File: src/rtl/ewb_types.sv
// Shared definitions for the eviction write buffer.
//   DEFAULT_LINE_BITS : default cache line width in bits
//   OFFSET_BITS       : byte-offset bits within a line (fixed at 5)
//   ewb_state_t       : controller states
package ewb_types;

    localparam int DEFAULT_LINE_BITS = 256;
    localparam int OFFSET_BITS       = 5;
    localparam int TAG_BITS          = 32 - OFFSET_BITS;

    typedef enum logic [1:0] {
        IDLE,
        RESP,
        MEM_READ,
        DRAIN
    } ewb_state_t;

endpackage

File: src/rtl/ewb_entry.sv
// Storage for the single buffered line: valid flag, line-aligned address and
// line data, plus the hit comparator used by the controller.
// Ports:
//   clk, rst_n       : clock, asynchronous active-low reset
//   load             : capture load_line/load_data and mark the entry valid
//   clear            : invalidate the entry (drain finished)
//   load_line        : line number (address bits 31:5) to capture
//   load_data        : line data to capture
//   lookup_line      : line number of the current cache request
//   valid            : entry holds a line
//   buf_addr         : buffered line address, offset bits always zero
//   buf_data         : buffered line data
//   hit              : valid and lookup_line matches the buffered line
module ewb_entry
    import ewb_types::*;
#(
    parameter int LINE_BITS = DEFAULT_LINE_BITS
) (
    input  logic                 clk,
    input  logic                 rst_n,
    input  logic                 load,
    input  logic                 clear,
    input  logic [TAG_BITS-1:0]  load_line,
    input  logic [LINE_BITS-1:0] load_data,
    input  logic [TAG_BITS-1:0]  lookup_line,
    output logic                 valid,
    output logic [31:0]          buf_addr,
    output logic [LINE_BITS-1:0] buf_data,
    output logic                 hit
);

    logic [TAG_BITS-1:0] line_q;

    always_ff @(posedge clk or negedge rst_n) begin
        if (!rst_n) begin
            valid    <= 1'b0;
            line_q   <= '0;
            buf_data <= '0;
        end else if (load) begin
            valid    <= 1'b1;
            line_q   <= load_line;
            buf_data <= load_data;
        end else if (clear) begin
            valid    <= 1'b0;
        end
    end

    // Only the line number is stored; the offset is zero by construction.
    assign buf_addr = {line_q, {OFFSET_BITS{1'b0}}};
    assign hit      = valid && (lookup_line == line_q);

endmodule

File: src/rtl/eviction_write_buffer.sv
// Single-entry eviction write buffer between the L1 memory port and physical
// memory. A dirty-line writeback is absorbed in one handshake; the line is
// written to memory once the bus has been idle for IDLE_CYCLES cycles, or
// earlier if a second writeback needs the entry. Reads that hit the buffered
// line are answered from the buffer.
// Ports:
//   clk, rst_n                     : clock, asynchronous active-low reset
//   cache_read/cache_write         : cache requests, held until cache_resp
//   cache_addr, cache_wdata        : request address / writeback line
//   cache_rdata, cache_resp        : registered read data, one-cycle ack
//   pmem_read/pmem_write           : memory requests, held until pmem_resp
//   pmem_addr, pmem_wdata          : registered line address / write line
//   pmem_rdata, pmem_resp          : memory read data / completion
module eviction_write_buffer
    import ewb_types::*;
#(
    parameter int LINE_BITS   = DEFAULT_LINE_BITS,
    parameter int IDLE_CYCLES = 2
) (
    input  logic                 clk,
    input  logic                 rst_n,
    input  logic                 cache_read,
    input  logic                 cache_write,
    input  logic [31:0]          cache_addr,
    input  logic [LINE_BITS-1:0] cache_wdata,
    output logic [LINE_BITS-1:0] cache_rdata,
    output logic                 cache_resp,
    output logic                 pmem_read,
    output logic                 pmem_write,
    output logic [31:0]          pmem_addr,
    output logic [LINE_BITS-1:0] pmem_wdata,
    input  logic [LINE_BITS-1:0] pmem_rdata,
    input  logic                 pmem_resp
);

    localparam logic [3:0] IDLE_LIMIT = 4'(IDLE_CYCLES);

    ewb_state_t state, next_state;
    logic [3:0] idle_cnt;

    logic                 valid;
    logic [31:0]          buf_addr;
    logic [LINE_BITS-1:0] buf_data;
    logic                 hit;

    logic entry_load;
    logic entry_clear;
    logic rdata_from_buf;
    logic rdata_from_mem;
    logic load_miss_addr;
    logic load_drain;

    logic [TAG_BITS-1:0] req_line;

    // Offset bits of the request address never matter to a line buffer.
    logic unused_offset;
    assign unused_offset = ^cache_addr[OFFSET_BITS-1:0];

    assign req_line = cache_addr[31:OFFSET_BITS];

    ewb_entry #(
        .LINE_BITS (LINE_BITS)
    ) u_entry (
        .clk         (clk),
        .rst_n       (rst_n),
        .load        (entry_load),
        .clear       (entry_clear),
        .load_line   (req_line),
        .load_data   (cache_wdata),
        .lookup_line (req_line),
        .valid       (valid),
        .buf_addr    (buf_addr),
        .buf_data    (buf_data),
        .hit         (hit)
    );

    always_ff @(posedge clk or negedge rst_n) begin
        if (!rst_n) begin
            state <= IDLE;
        end else begin
            state <= next_state;
        end
    end

    // A read takes priority over a write, which also makes a simultaneous
    // read+write behave as a read. A write that finds the entry full starts
    // a drain; it is accepted later from IDLE once the entry is free.
    always_comb begin
        next_state     = state;
        entry_load     = 1'b0;
        entry_clear    = 1'b0;
        rdata_from_buf = 1'b0;
        rdata_from_mem = 1'b0;
        load_miss_addr = 1'b0;
        load_drain     = 1'b0;
        case (state)
            IDLE: begin
                if (cache_read) begin
                    if (hit) begin
                        rdata_from_buf = 1'b1;
                        next_state     = RESP;
                    end else begin
                        load_miss_addr = 1'b1;
                        next_state     = MEM_READ;
                    end
                end else if (cache_write) begin
                    if (!valid) begin
                        entry_load = 1'b1;
                        next_state = RESP;
                    end else begin
                        load_drain = 1'b1;
                        next_state = DRAIN;
                    end
                end else if (valid && idle_cnt == IDLE_LIMIT) begin
                    load_drain = 1'b1;
                    next_state = DRAIN;
                end
            end
            RESP: begin
                next_state = IDLE;
            end
            MEM_READ: begin
                if (pmem_resp) begin
                    rdata_from_mem = 1'b1;
                    next_state     = RESP;
                end
            end
            DRAIN: begin
                if (pmem_resp) begin
                    entry_clear = 1'b1;
                    next_state  = IDLE;
                end
            end
            default: begin
                next_state = IDLE;
            end
        endcase
    end

    // Counts consecutive quiet IDLE cycles while a line is buffered.
    always_ff @(posedge clk or negedge rst_n) begin
        if (!rst_n) begin
            idle_cnt <= '0;
        end else if (state != IDLE || cache_read || cache_write || !valid) begin
            idle_cnt <= '0;
        end else if (idle_cnt != IDLE_LIMIT) begin
            idle_cnt <= idle_cnt + 4'd1;
        end
    end

    // Memory-side address/data are only loaded from IDLE, so they stay
    // stable for the whole of MEM_READ or DRAIN.
    always_ff @(posedge clk or negedge rst_n) begin
        if (!rst_n) begin
            cache_rdata <= '0;
            pmem_addr   <= '0;
            pmem_wdata  <= '0;
        end else begin
            if (rdata_from_buf) begin
                cache_rdata <= buf_data;
            end else if (rdata_from_mem) begin
                cache_rdata <= pmem_rdata;
            end
            if (load_miss_addr) begin
                pmem_addr <= {req_line, {OFFSET_BITS{1'b0}}};
            end else if (load_drain) begin
                pmem_addr  <= buf_addr;
                pmem_wdata <= buf_data;
            end
        end
    end

    assign cache_resp = (state == RESP);
    assign pmem_read  = (state == MEM_READ);
    assign pmem_write = (state == DRAIN);

endmodule

File: config.mk
export PLATFORM = sky130hd
export DESIGN_NAME = eviction_write_buffer
export DESIGN_NICKNAME = d
export VERILOG_FILES = /design/src/rtl/ewb_types.sv /design/src/rtl/ewb_entry.sv /design/src/rtl/eviction_write_buffer.sv
export SDC_FILE = /design/constraint.sdc
export NUM_CORES = 1
export LEC_CHECK = 0
export CAP_MARGIN = 20
export CORE_AREA = 2 2 432 434
export DETAILED_ROUTE_END_ITERATION = 8
export DIE_AREA = 0 0 434 436
export REMOVE_ABC_BUFFERS = 1
export SLEW_MARGIN = 20
export SYNTH_ARGS = -nofsm -noshare
export SYNTH_HDL_FRONTEND = slang
export SYNTH_SLANG_ARGS = --single-unit
export TNS_END_PERCENT = 30
File: constraint.sdc
create_clock -name clk -period 3.09 [get_ports clk]
set_clock_uncertainty 0.2 [all_clocks]
set_input_delay 0.927 -clock clk [delete_from_list [all_inputs] [get_ports clk]]
set_output_delay 0.927 -clock clk [all_outputs]
set_load 0.01 [all_outputs]
* Yosys cells after proc, flatten, opt, wreduce, memory -nomap -nowiden
Index checks and enable logic that the tools add are counted.
Widths: inputs -> output; s select.
** Word-level totals
- Output and inout port bits :: 547
- ROM bits :: 0
- RAM bits :: 0
- Bits in latches :: 0
- Register bits after elaboration :: 834
- Memories kept :: 0
- Bits of input ports :: 549
** Operators by class
- Muxes and demuxes :: 34
- $mul :: 0
- Divide/modulo/power cells :: 0
- Order comparisons :: 0
- Reductions and logical operators :: 14
- Shift operators :: 0
- Equality and inequality tests :: 9
- Bitwise logic cells :: 1
- $add $sub $neg :: 1
** Operators by type and width (number)
- $mux 256 :: 2
- $mux 32 :: 2
- $eq 27x27->1 :: 1
- $mux 1 :: 20
- $mux 2 :: 7
- $reduce_bool 2->1 :: 5
- $mux 4 :: 2
- $pmux 2 s4 :: 1
- $add 4x1->4 const B :: 1
- $eq 2x2->1 const B :: 2
- $eq 4x2->1 const B :: 1
- $ne 2x1->1 const B :: 2
- $ne 4x2->1 const B :: 1
- $ne 4x4->1 const B :: 1
- $logic_or 1x1->1 :: 3
- $reduce_and 3->1 :: 1
- $eq 2x1->1 const B :: 1
- $logic_and 1x1->1 :: 2
- $logic_not 2->1 :: 1
- $reduce_and 2->1 :: 1
- $logic_not 1->1 :: 1
- $not 1->1 :: 1

* Depth between registers and ports, before layout
- Word-level depth :: 8
- Depth in mapped cells :: 8

* By module
From an unflattened synthesis, not the netlist that was laid out.
** Unflattened totals
- Cells, all modules :: 2433
- Area total of the unflattened synthesis :: 33666.0 um^2
** By module, submodules not included
- eviction_write_buffer :: sequential area each 13763.2 um^2, times used 1, cells each 1790, area an instance 22860.7 um^2
- ewb_entry :: sequential area each 7106.8 um^2, times used 1, cells each 643, area an instance 10805.4 um^2

* Worst setup path before layout
Ideal clock, no wire load.
- Path type :: input-to-reg
- Start point :: input port cache_addr[12]
- End point :: register cache_rdata[182]
- Setup time :: 0.126 ns
- Arrival time :: 2.252 ns
- Slack :: 0.512 ns
- Required time :: 2.764 ns
- Cell stages on the path :: 8
- Path through :: xnor2_1 nand4_1 nor4_2 nand4_2 buf_2 clkbuf_1 nor2_1 a21oi_1
** On the way
- Word-level cells in the longest chain between the ends :: 6
- Elaborated cells between the ends (all ways) :: 7
** RTL lines
- start, declared :: RTL line eviction_write_buffer.sv:24 : input logic [31:0] cache_addr,
- $eq 27x27->1 (*) :: RTL line ewb_entry.sv:50 : assign hit = valid && (lookup_line == line_q);
- $logic_and 1x1->1 (*) :: RTL line ewb_entry.sv:50
- $mux 1 (*) :: RTL line eviction_write_buffer.sv:99 : if (hit) begin
- $mux 1 (*) :: RTL line eviction_write_buffer.sv:98 : if (cache_read) begin
- $mux 1 (*) :: RTL line eviction_write_buffer.sv:96 : case (state)
- $mux 256 / $reduce_bool 2->1 (equally long branches)
- end signal, assigned :: RTL line eviction_write_buffer.sv:160 : cache_rdata <= buf_data;
- end signal, assigned :: RTL line eviction_write_buffer.sv:162 : cache_rdata <= pmem_rdata;
- end, declared :: RTL line eviction_write_buffer.sv:26 : output logic [LINE_BITS-1:0] cache_rdata,
Mark *: on every way between the ends. The rest lies on a longest branch, timed or not.
A chain may end at the register's enable or synchronous reset.

* Worst setup path in the final report
- Start point :: register state[1]
- End point :: output port pmem_write
** On the way
- Word-level cells in the longest chain between the ends :: 1
** RTL lines
- start, declared :: RTL line eviction_write_buffer.sv:38 : ewb_state_t state, next_state;
- start signal, assigned :: RTL line eviction_write_buffer.sv:81 : state <= next_state;
- $eq 2x2->1 :: RTL line eviction_write_buffer.sv:175 : assign pmem_write = (state == DRAIN);
- end, declared :: RTL line eviction_write_buffer.sv:29 : output logic pmem_write,
Every way passes these cells.

==> results by stage <==
Placed design:
- The final weighted congestion of routability-driven global placement is 0.922.
- The number of placed instances, taps included, is 6572.
- OpenSTA, run right after detailed placement, puts the worst setup slack at -0.436 ns.
- The sum of net half-perimeters after detailed placement is 117 mm.
- In this run the tool buffered the top-level ports with 1085 buffer cells.

Detailed routing:
- The final routed wirelength across all metal layers is 147 mm.
- The detail route stage leaves a number of antenna-violating nets equal to 0.
- After detailed routing, the number of remaining DRC violations is 0.
- In the routed layout, each cell is associated on average with a via count of 4.03.
- The detailed router's first-iteration violation count is 1688.
- The number of detailed-route iterations in the first pass is 5.
- Dividing the detail-routed wire length by the instance count gives 21.8 um.
- The total number of vias is 27300.

Floorplanning:
- The die area is 0.189 mm2.
- For this design the top-level I/O count stands at 1096.
- The initial core utilization is 0.182.
- The initialized floorplan defines 158 standard-cell rows.
- Measured along the y axis, the die boundary spans 436 um.
- From left edge to right edge, the die measures 434 um.
- In this run the standard cell core region covers 0.185 mm2.

Setup path:
- The slack of the worst reg-to-reg path is 0.59 ns.
- The kind of critical path is register to primary output.
- The maximum fanout along the worst path is 6.
- STA classifies the critical path endpoint as a primary output.
- The required time at the worst-slack endpoint is 1.96 ns.
- The arrival time at the worst endpoint is 1.86 ns.
- The kind of start point of the critical path is a register.

Finish:
- The leading cell type in the layout, fill and taps excluded is sky130_fd_sc_hd__clkdlybuf4s50_1.
- The final standard cell count with taps included and fillers excluded is 6760.
- In the layout the commonest cells are sky130_fd_sc_hd__clkdlybuf4s50_1 (1069), sky130_fd_sc_hd__dfrtp_1 (827), sky130_fd_sc_hd__nand2_1 (799).
- After the last flow step, the layout net total stands at 4742.
- Compared with the post-synthesis result, the final layout area differs by 54.7%.
- Of the cells placed in the final design, the portion with a size suffix greater than 1 is 0.149.
- The share of the core filled with cells in the final layout is 0.281.

Clock tree:
- The number of H-tree branching levels is 3.
- The later pin in the worst-skew pair is clocked with a latency of 0.71 ns.
- The number of clock buffers inserted by TritonCTS is 96.
- TritonCTS built the clock tree.
- The number of sinks driven by the clock tree is 829.
- The clock transition time at the flip-flop clock pins of the worst setup and hold paths is 0.06 ns.
- The maximum root-to-sink buffer count is 3.
- The post-CTS setup-driven buffer insertion count is 0.
- CTS placed an instance of sky130_fd_sc_hd__clkbuf_16 at the clock tree root.

STA:
- The total count of hold-check failures in the final report came to 0.
- Setup violations remaining at the end of the flow were counted as 0.
- The worst path meets setup with 0.107 ns of slack.
- The worst slew slack as a fraction of its limit is 0.629.
- The max-slew violation count came to 0.
- Setup total negative slack on the finished layout was measured at 0 ns.
- At the pin with the least slew margin, the transition time is 0.556 ns.
- Timing would allow up to 0.335 GHz.
- The clock period could shrink to 2.98 ns.
- In the finished design, the share of the clock period the worst path needs comes to 0.965.
- Setup repair after global routing left no endpoint under its margin.

GRT:
- The first global-routing pass estimated 206 mm of wire.
- The total overflow left after global routing is 0.
- Entering global routing, the biggest net connects 84 pins.
- The number of global-route vias before repair is 28100.
- The number of antenna violations at the first check in global routing is 21.
- Across every metal layer, demand over resource in global routing totals 0.150.

Synthesis:
- Counting distinct cell types in the post-synthesis netlist gives 32.
- The share of the Yosys chip area taken by registers is 0.619.
- The synthesized design spends more area on one cell type than any other, namely sky130_fd_sc_hd__dfrtp_1.
- The share of the synthesized area in the top cell type is 0.619.
- Synthesis inferred 829 register bits.
- The post-synthesis instance area is 0.0335 mm2.
- Yosys attributes the largest share of cell area to sky130_fd_sc_hd__dfrtp_1 (62%), sky130_fd_sc_hd__mux2_2 (9.5%), sky130_fd_sc_hd__nand2_1 (9.0%).
- The total of warnings raised by yosys is 0.
- The synthesized netlist cell count is 2993.
- The mean instance size in the synthesized netlist is 11.2 um2.

Power:
- The leakage component of the power is 0.0243 uW.
- IR analysis of the VDD net gives a maximum drop of 0.000517 V.
- The ratio of total power to cell area is 979 mW/mm2.

Run status:
- The flow ran to the end, and the final reports show no timing, DRC or antenna violations.

Run:
- Max-cap violations in this run came to 0.

Hold path:
- The path class of the tightest hold or removal check is register to register.
==> final timing paths <==
check,from,end,cells past startpoint
worst max-delay path,state[1],pmem_write,2
worst min-delay path,pmem_wdata[180],pmem_wdata[180],2
worst max register to register,u_entry.line_q[7],cache_rdata[228],9
worst min register to register,pmem_wdata[180],pmem_wdata[180],2
max in group asynchronous,rst_n,pmem_wdata[20],4
min in group asynchronous,rst_n,cache_rdata[243],2
==> logic make-up (layout without fill, tap and decap cells) <==
logic type,count (synthesis),after routing,synth area share
mux,539,539,0.171
xor+xnor,30,30,0.00784
buf+inv,188,1456,0.0277
other cells,1,20,0.000112
simple gates,1087,1087,0.124
compound gates,317,317,0.0496
fa+ha+maj,2,2,0.000746
flops,829,829,0.619
==> sequential cells by signal, indices dropped and copies added (netlist names) <==
name              count
pmem_addr            27
idle_cnt              4
state                 2
u_entry.buf_data    256
u_entry.line_q       27
pmem_wdata          256
u_entry.valid         1
cache_rdata         256
==> cell type report <==
class / instances / area [um2]
fillers: 19400 / 133000
flip-flops and latches: 829 / 20700
repair buffers: 1283 / 12900
multi-input cells: 1980 / 11900
well taps: 2480 / 3100
clock buffers: 150 / 2840
clock inverters: 22 / 295
diodes: 15 / 37.5
inverters: 1 / 3.75
==> Yosys cell counts, drive strengths merged <==
library cell,instances
o211a,1
xnor2,29
and2,1
nor2b,3
conb,1
xor2,1
a31oi,1
nor4,1
nor3b,1
nand4,8
nor2,263
nand2,800
nor3,4
mux2,283
dfrtp,829
a22oi,27
nand3,2
o211ai,1
or3b,1
mux2i,256
nand2b,1
nand3b,2
a21oi,260
clkbuf,65
buf,122
o21ai,27
inv,1
ha,2
==> what timing repair did <==
| item | CTS | global route |
|---|---|---|
| setup endpoints to repair | 8 | 6 |
| pin swaps | 0 | 0 |
| hold endpoints to repair | 20 | 0 |
| resized for setup | 13 | 6 |
| hold buffers | 1 | 0 |
==> critical path: stages (launching register included) <==
cell	delay, ns
sky130_fd_sc_hd__dfrtp_2	0.43
sky130_fd_sc_hd__and2_4	0.20
sky130_fd_sc_hd__clkdlybuf4s50_1	0.54
==> power breakdown <==
group	switching [uW]	total [uW]	internal [uW]
combinational	8500	18900	10400
sequential	4380	20400	16000
clock	4810	11500	6660
==> routing by layer <==
metal  GRT usage  vias up  wire length, um
li1            -    12300                -
met1       0.175    13900            57600
met2       0.262      813            74100
met3      0.0455      197            10800
met4      0.0477        0             4660
met5           0        -                0
==> stage by stage <==
stage                     total power [uW]  cell area (um2)  hold WS, ns
after global routing                 53500            51900        0.287
after global placement               39300            48700        0.261
final                                50800            51900        0.271
after floorplan                      27800            32600        0.256
after detailed placement             39700            48700        0.261
after CTS                            51400            51800        0.265
(Power assumes the default switching activity.)
